[src/rtl/buzzer_tone_gen.sv]
// Piezo square-wave generator: prescaler plus reloadable divider.
// Define BUZZER_TONE_SYNC_UPDATE_EN to defer pitch changes to wraps.
module buzzer_tone_gen #(
  parameter int PRESCALE  = 16,
  parameter int CNT_WIDTH = 14
) (
  input  logic        clk,
  input  logic        rst,
  input  logic        en,
  input  logic [15:0] origin,
  output logic        speaker,
  output logic        half_done,
  output logic        muted
);

  localparam int PW =
    (PRESCALE > 1) ? $clog2(PRESCALE) : 1;
  localparam logic [PW-1:0] PMAX =
    PW'(PRESCALE - 1);
  localparam logic [CNT_WIDTH-1:0] TOP = '1;
  localparam logic [15:0] MUTE_CODE = 16'(TOP);

  logic [PW-1:0]        presc;
  logic [PW-1:0]        presc_n;
  logic [CNT_WIDTH-1:0] cnt;
  logic [CNT_WIDTH-1:0] cnt_n;
  logic [CNT_WIDTH-1:0] div_cnt;
  logic [15:0]          org_eff;
  logic [15:0]          org_n;
  logic                 spk_n;
  logic                 hd_n;
  logic                 muted_n;
  logic                 div_spk;
  logic                 div_hd;
  logic                 tick;
  logic                 at_top;
  logic                 org_mute;

  function automatic logic is_mute(
    input logic [15:0] v
  );
    is_mute = (v[15:CNT_WIDTH] != '0) ||
              (v[CNT_WIDTH-1:0] == TOP);
  endfunction

  assign tick     = en & (presc == PMAX);
  assign at_top   = (cnt == TOP);
  assign org_mute = is_mute(org_eff);

  // One divider step, applied only on a tick
  always_comb begin
    div_cnt = cnt + 1'b1;
    div_spk = speaker;
    div_hd  = 1'b0;
    if (org_mute) begin
      div_cnt = TOP;
      div_spk = 1'b0;
    end else if (at_top) begin
      div_cnt = org_eff[CNT_WIDTH-1:0];
      div_spk = ~speaker;
      div_hd  = 1'b1;
    end
  end

`ifndef BUZZER_TONE_SYNC_UPDATE_EN
  logic new_mute;
  assign new_mute = is_mute(origin);
`endif

  always_comb begin
    presc_n = presc;
    cnt_n   = cnt;
    spk_n   = speaker;
    hd_n    = 1'b0;
    org_n   = org_eff;
    muted_n = org_mute | ~en;
    if (!en) begin
      presc_n = '0;
      cnt_n   = TOP;
      spk_n   = 1'b0;
      org_n   = origin;
    end else begin
      presc_n = tick ? '0 : presc + 1'b1;
`ifdef BUZZER_TONE_SYNC_UPDATE_EN
      if (tick) begin
        cnt_n = div_cnt;
        spk_n = div_spk;
        hd_n  = div_hd;
      end
      if ((tick & at_top) | org_mute)
        org_n = origin;
`else
      org_n = origin;
      if (origin != org_eff) begin
        // Leaving mute keeps cnt at TOP so the
        // next tick restarts the tone at once
        cnt_n = (new_mute | org_mute) ?
                TOP : origin[CNT_WIDTH-1:0];
        if (new_mute)
          spk_n = 1'b0;
      end else if (tick) begin
        cnt_n = div_cnt;
        spk_n = div_spk;
        hd_n  = div_hd;
      end
`endif
    end
  end

  always_ff @(posedge clk or posedge rst) begin
    if (rst) begin
      presc     <= '0;
      cnt       <= TOP;
      org_eff   <= MUTE_CODE;
      speaker   <= 1'b0;
      half_done <= 1'b0;
      muted     <= 1'b1;
    end else begin
      presc     <= presc_n;
      cnt       <= cnt_n;
      org_eff   <= org_n;
      speaker   <= spk_n;
      half_done <= hd_n;
      muted     <= muted_n;
    end
  end

endmodule

[config.mk]
export PLATFORM = sky130hd
export DESIGN_NAME = buzzer_tone_gen
export DESIGN_NICKNAME = d
export VERILOG_FILES = /design/src/rtl/buzzer_tone_gen.sv
export SDC_FILE = /design/constraint.sdc
export NUM_CORES = 1
export LEC_CHECK = 0
export ABC_AREA = 1
export BUFFER_PORTS_ARGS = -buffer_cell sky130_fd_sc_hd__buf_4
export CORE_UTILIZATION = 60
export DETAILED_ROUTE_END_ITERATION = 7
export GPL_TIMING_DRIVEN = 0
export MAX_ROUTING_LAYER = met4
export PLACE_DENSITY = 0.8
export SLEW_MARGIN = 20
export SYNTH_ARGS = -nofsm -noshare
export SYNTH_HDL_FRONTEND = slang
export SYNTH_SLANG_ARGS = --single-unit
export TNS_END_PERCENT = 20
[constraint.sdc]
create_clock -name clk -period 2.6 [get_ports clk]
set_clock_uncertainty 0.1 [all_clocks]
set_input_delay 0.26 -clock clk [delete_from_list [all_inputs] [get_ports clk]]
set_output_delay 0.26 -clock clk [all_outputs]
set_load 0.005 [all_outputs]
==> impl_metrics.yaml <==
timing:
  rsz0062_at_grt: "no"
  fin_crit_ns: 2.20
  final_max_slew_viol_count: 0
  worst_slew_pin_slew_ns: 0.767
  slew_headroom_pct: 48.8
  finalSetupTns_ns: 0
  max_freq_ghz: 0.454
  fin_ws_ns: 0.396
  setup_viol_count_final: 0
  period_share_pct: 84.8
  hold_viol: 0
hold_path:
  hp-class: "in2async"
die:
  die_h_um: 67.9
  die_w_um: 67.9
  ios: 22
  core-area_mm2: 0.00409
  num_rows: 23
  start_util_pct: 63.7
  dieArea_mm2: 0.00461
worst_setup_path:
  critPathSlowestCell: "dlygate4sd3_1"
  ff2ff_path_depth: 10
  cp_max_fo: 10
  cpMostUsedCell: "nor2_1"
  reg2reg_from: "cnt[0]"
  critical_path_class: "in2reg"
  cp.buffers_inverters: 3
  cpPeakStageDelay_ns: 0.55
  worst_ep_arrival_time_ns: 2.33
  cp_top_family: "simple AND/OR/NAND/NOR gates"
  critPathRequiredTime_ns: 2.73
  start_kind: "input port"
  reg2reg_slack_ns: 0.50
  crit_chain: "dlygate4sd3_1 > buf_4 > nand2_1 > nor2_1 > nand3_1 > nor2_1 > nor2_1 > buf_2 > nand3_1 > nand2_1 > nand2_1 > nor2_1 > nor2_2"
  r2r_end: "cnt[5]"
  worstSetupEndpointType: "register"
cells_and_area:
  syn2layout_area_growth_pct: 19.8
  final_nets: 470
  n_antenna_cell: 0
  drive_gt1_share_pct: 18.9
  final_common_cell: "nand2_1"
  most-common-layout-cells: "nand2_1 (160), nor2_1 (65), inv_1 (51), nand3_1 (45), dfstp_2 (29)"
synthesis:
  yosysSeqAreaShare_pct: 37.0
  synth.area.top_cells: "dfstp_2 (29%), nand2_1 (23%), nor2_1 (9.4%), nand3_1 (8.6%), dfrtp_1 (7.7%)"
  synthesis.area_mm2: 0.00260
  synthCells: 405
  ys_types: 27
  syn-num-nets: 426
  yosys_warnings: 0
  yosysTopAreaCell: "dfstp_2"
  synth-seq-cells: 37
  avgSynthCellArea_um2: 6.43
  synth.top_cell.area_share_pct: 29.3
grt:
  grt_max_degree: 38
  grt_antenna_before_repair: 0
  grt_pass1_wl_um: 10900
  grt_util_all_layers_pct: 33.3
  gr-total-overflow: 0
  grt_pass1_vias: 2410
route:
  drt-pass1-iter-count: 5
  ant_nets: 0
  routedWlPerCell_um: 13.0
  via_per_inst: 5.13
  routed_wl_um: 6480
  num_vias: 2567
  drtIter0Drc: 162
  drc: 0
cts:
  ctsHoldBuffers: 16
  ctsResizeCount: 0
  clk_latency_ns: 0.29
  clockRootBuffer: "clkbuf_8"
  cts_tree: "built"
  post_cts_buffers: 0
  clock_sinks: 37
  clockBufferDepth: 2
  clkTransAtPathRegs_ns: 0.08
  h-tree-depth: 2
  numCtsBuffers: 5
placement:
  gp_congestion: 0.952
  io_buffers: 21
  hpwl_um: 4480
  dp_slack_ns: 0.544
status:
  outcome: "finished clean"
pwr:
  peakVddDrop_v: 0.000344
  p_leak_nw: 1.79
  power_density_mw_per_mm2: 466
job:
  drv_cap: 0
[final cells by class]
class | instances | area [um2]
multi-input combinational | 306 | 1360
clock inverter | 3 | 65.1
tap | 50 | 62.6
clock buffer | 5 | 68.8
buffer | 9 | 77.6
timing repair buffer | 37 | 318
fill | 299 | 968
inverter | 53 | 204
sequential | 37 | 962
[through the flow]
step / utilization [%] / std cells / area, um2 / hold slack [ns] / total power, W
floorplan: - / 405 / 2600 / 0.164 / 0.000768
global placement: 69.1 / 476 / 2820 / 0.287 / 0.000830
detailed placement: 69.1 / 476 / 2820 / 0.291 / 0.000838
CTS: 76.3 / 500 / 3120 / 0.0315 / 0.00145
global route: 76.3 / 500 / 3120 / 0.0795 / 0.00152
finish: 76.3 / 500 / 3120 / 0.00966 / 0.00145
[flip-flops by register name, summed over array words and instances (netlist names)]
| name | cells |
|---|---|
| half_done | 1 |
| presc | 4 |
| muted | 1 |
| cnt | 14 |
| org_eff | 16 |
| speaker | 1 |
[how the worst max path moves through the flow]
| stage | from | slack, ns | depth (start not counted) | to |
|---|---|---|---|---|
| 3_3_place_gp | cnt[0] | 0.56 | 10 | cnt[5] |
| 3_5_place_dp | cnt[0] | 0.54 | 10 | cnt[5] |
| 5_1_grt | origin[5] | 0.26 | 13 | cnt[4] |
| 4_1_cts | cnt[0] | 0.53 | 10 | cnt[5] |
| 6_report | origin[5] | 0.40 | 13 | cnt[5] |
| 2_1_floorplan | cnt[0] | 0.83 | 11 | speaker |
[cells by family after synthesis]
logic type / count (synthesis) / share of synthesized area [%]
flip-flops: 37 / 37.0
AND/OR/NAND/NOR: 294 / 48.3
AO/OA/AOI/OAI: 4 / 0.961
buffers and inverters: 62 / 10.8
XOR/XNOR: 6 / 2.02
adder cells (fa/ha/maj): 2 / 0.961
[routing by layer]
metal	up-vias	track usage, %	wire length (um)	part of all wire [%]
li1	1318	-	-	-
met1	1155	40.8	2890	45
met2	81	55.6	3110	48
met3	13	5.67	348	5.4
met4	0	10.9	131	2.0
met5	-	-	0	0
[synth_stat cells]
cell,instances
a21o_1,1
nor2_1,65
nor2_4,3
dfrtp_1,8
o211ai_1,1
nand2_1,160
nor4_1,1
nand4_1,4
dfstp_2,29
nand2_2,4
nand2_4,1
buf_6,3
nand3_1,45
nand3b_4,1
o21ai_0,2
buf_12,1
inv_1,52
xnor2_1,3
nor3_1,1
ha_1,2
clkinv_4,1
clkbuf_1,1
nor2_2,7
buf_2,4
xor2_1,3
nor3_2,1
nand3b_1,1
[power breakdown]
group	switching [W]	leakage [nW]	internal, W
clock	0.000217	0.0681	0.000381
combinational	0.000136	1.31	0.0000915
sequential	0.0000198	0.410	0.000607
total	0.000373	1.79	0.00108
(Power assumes the default switching activity.)
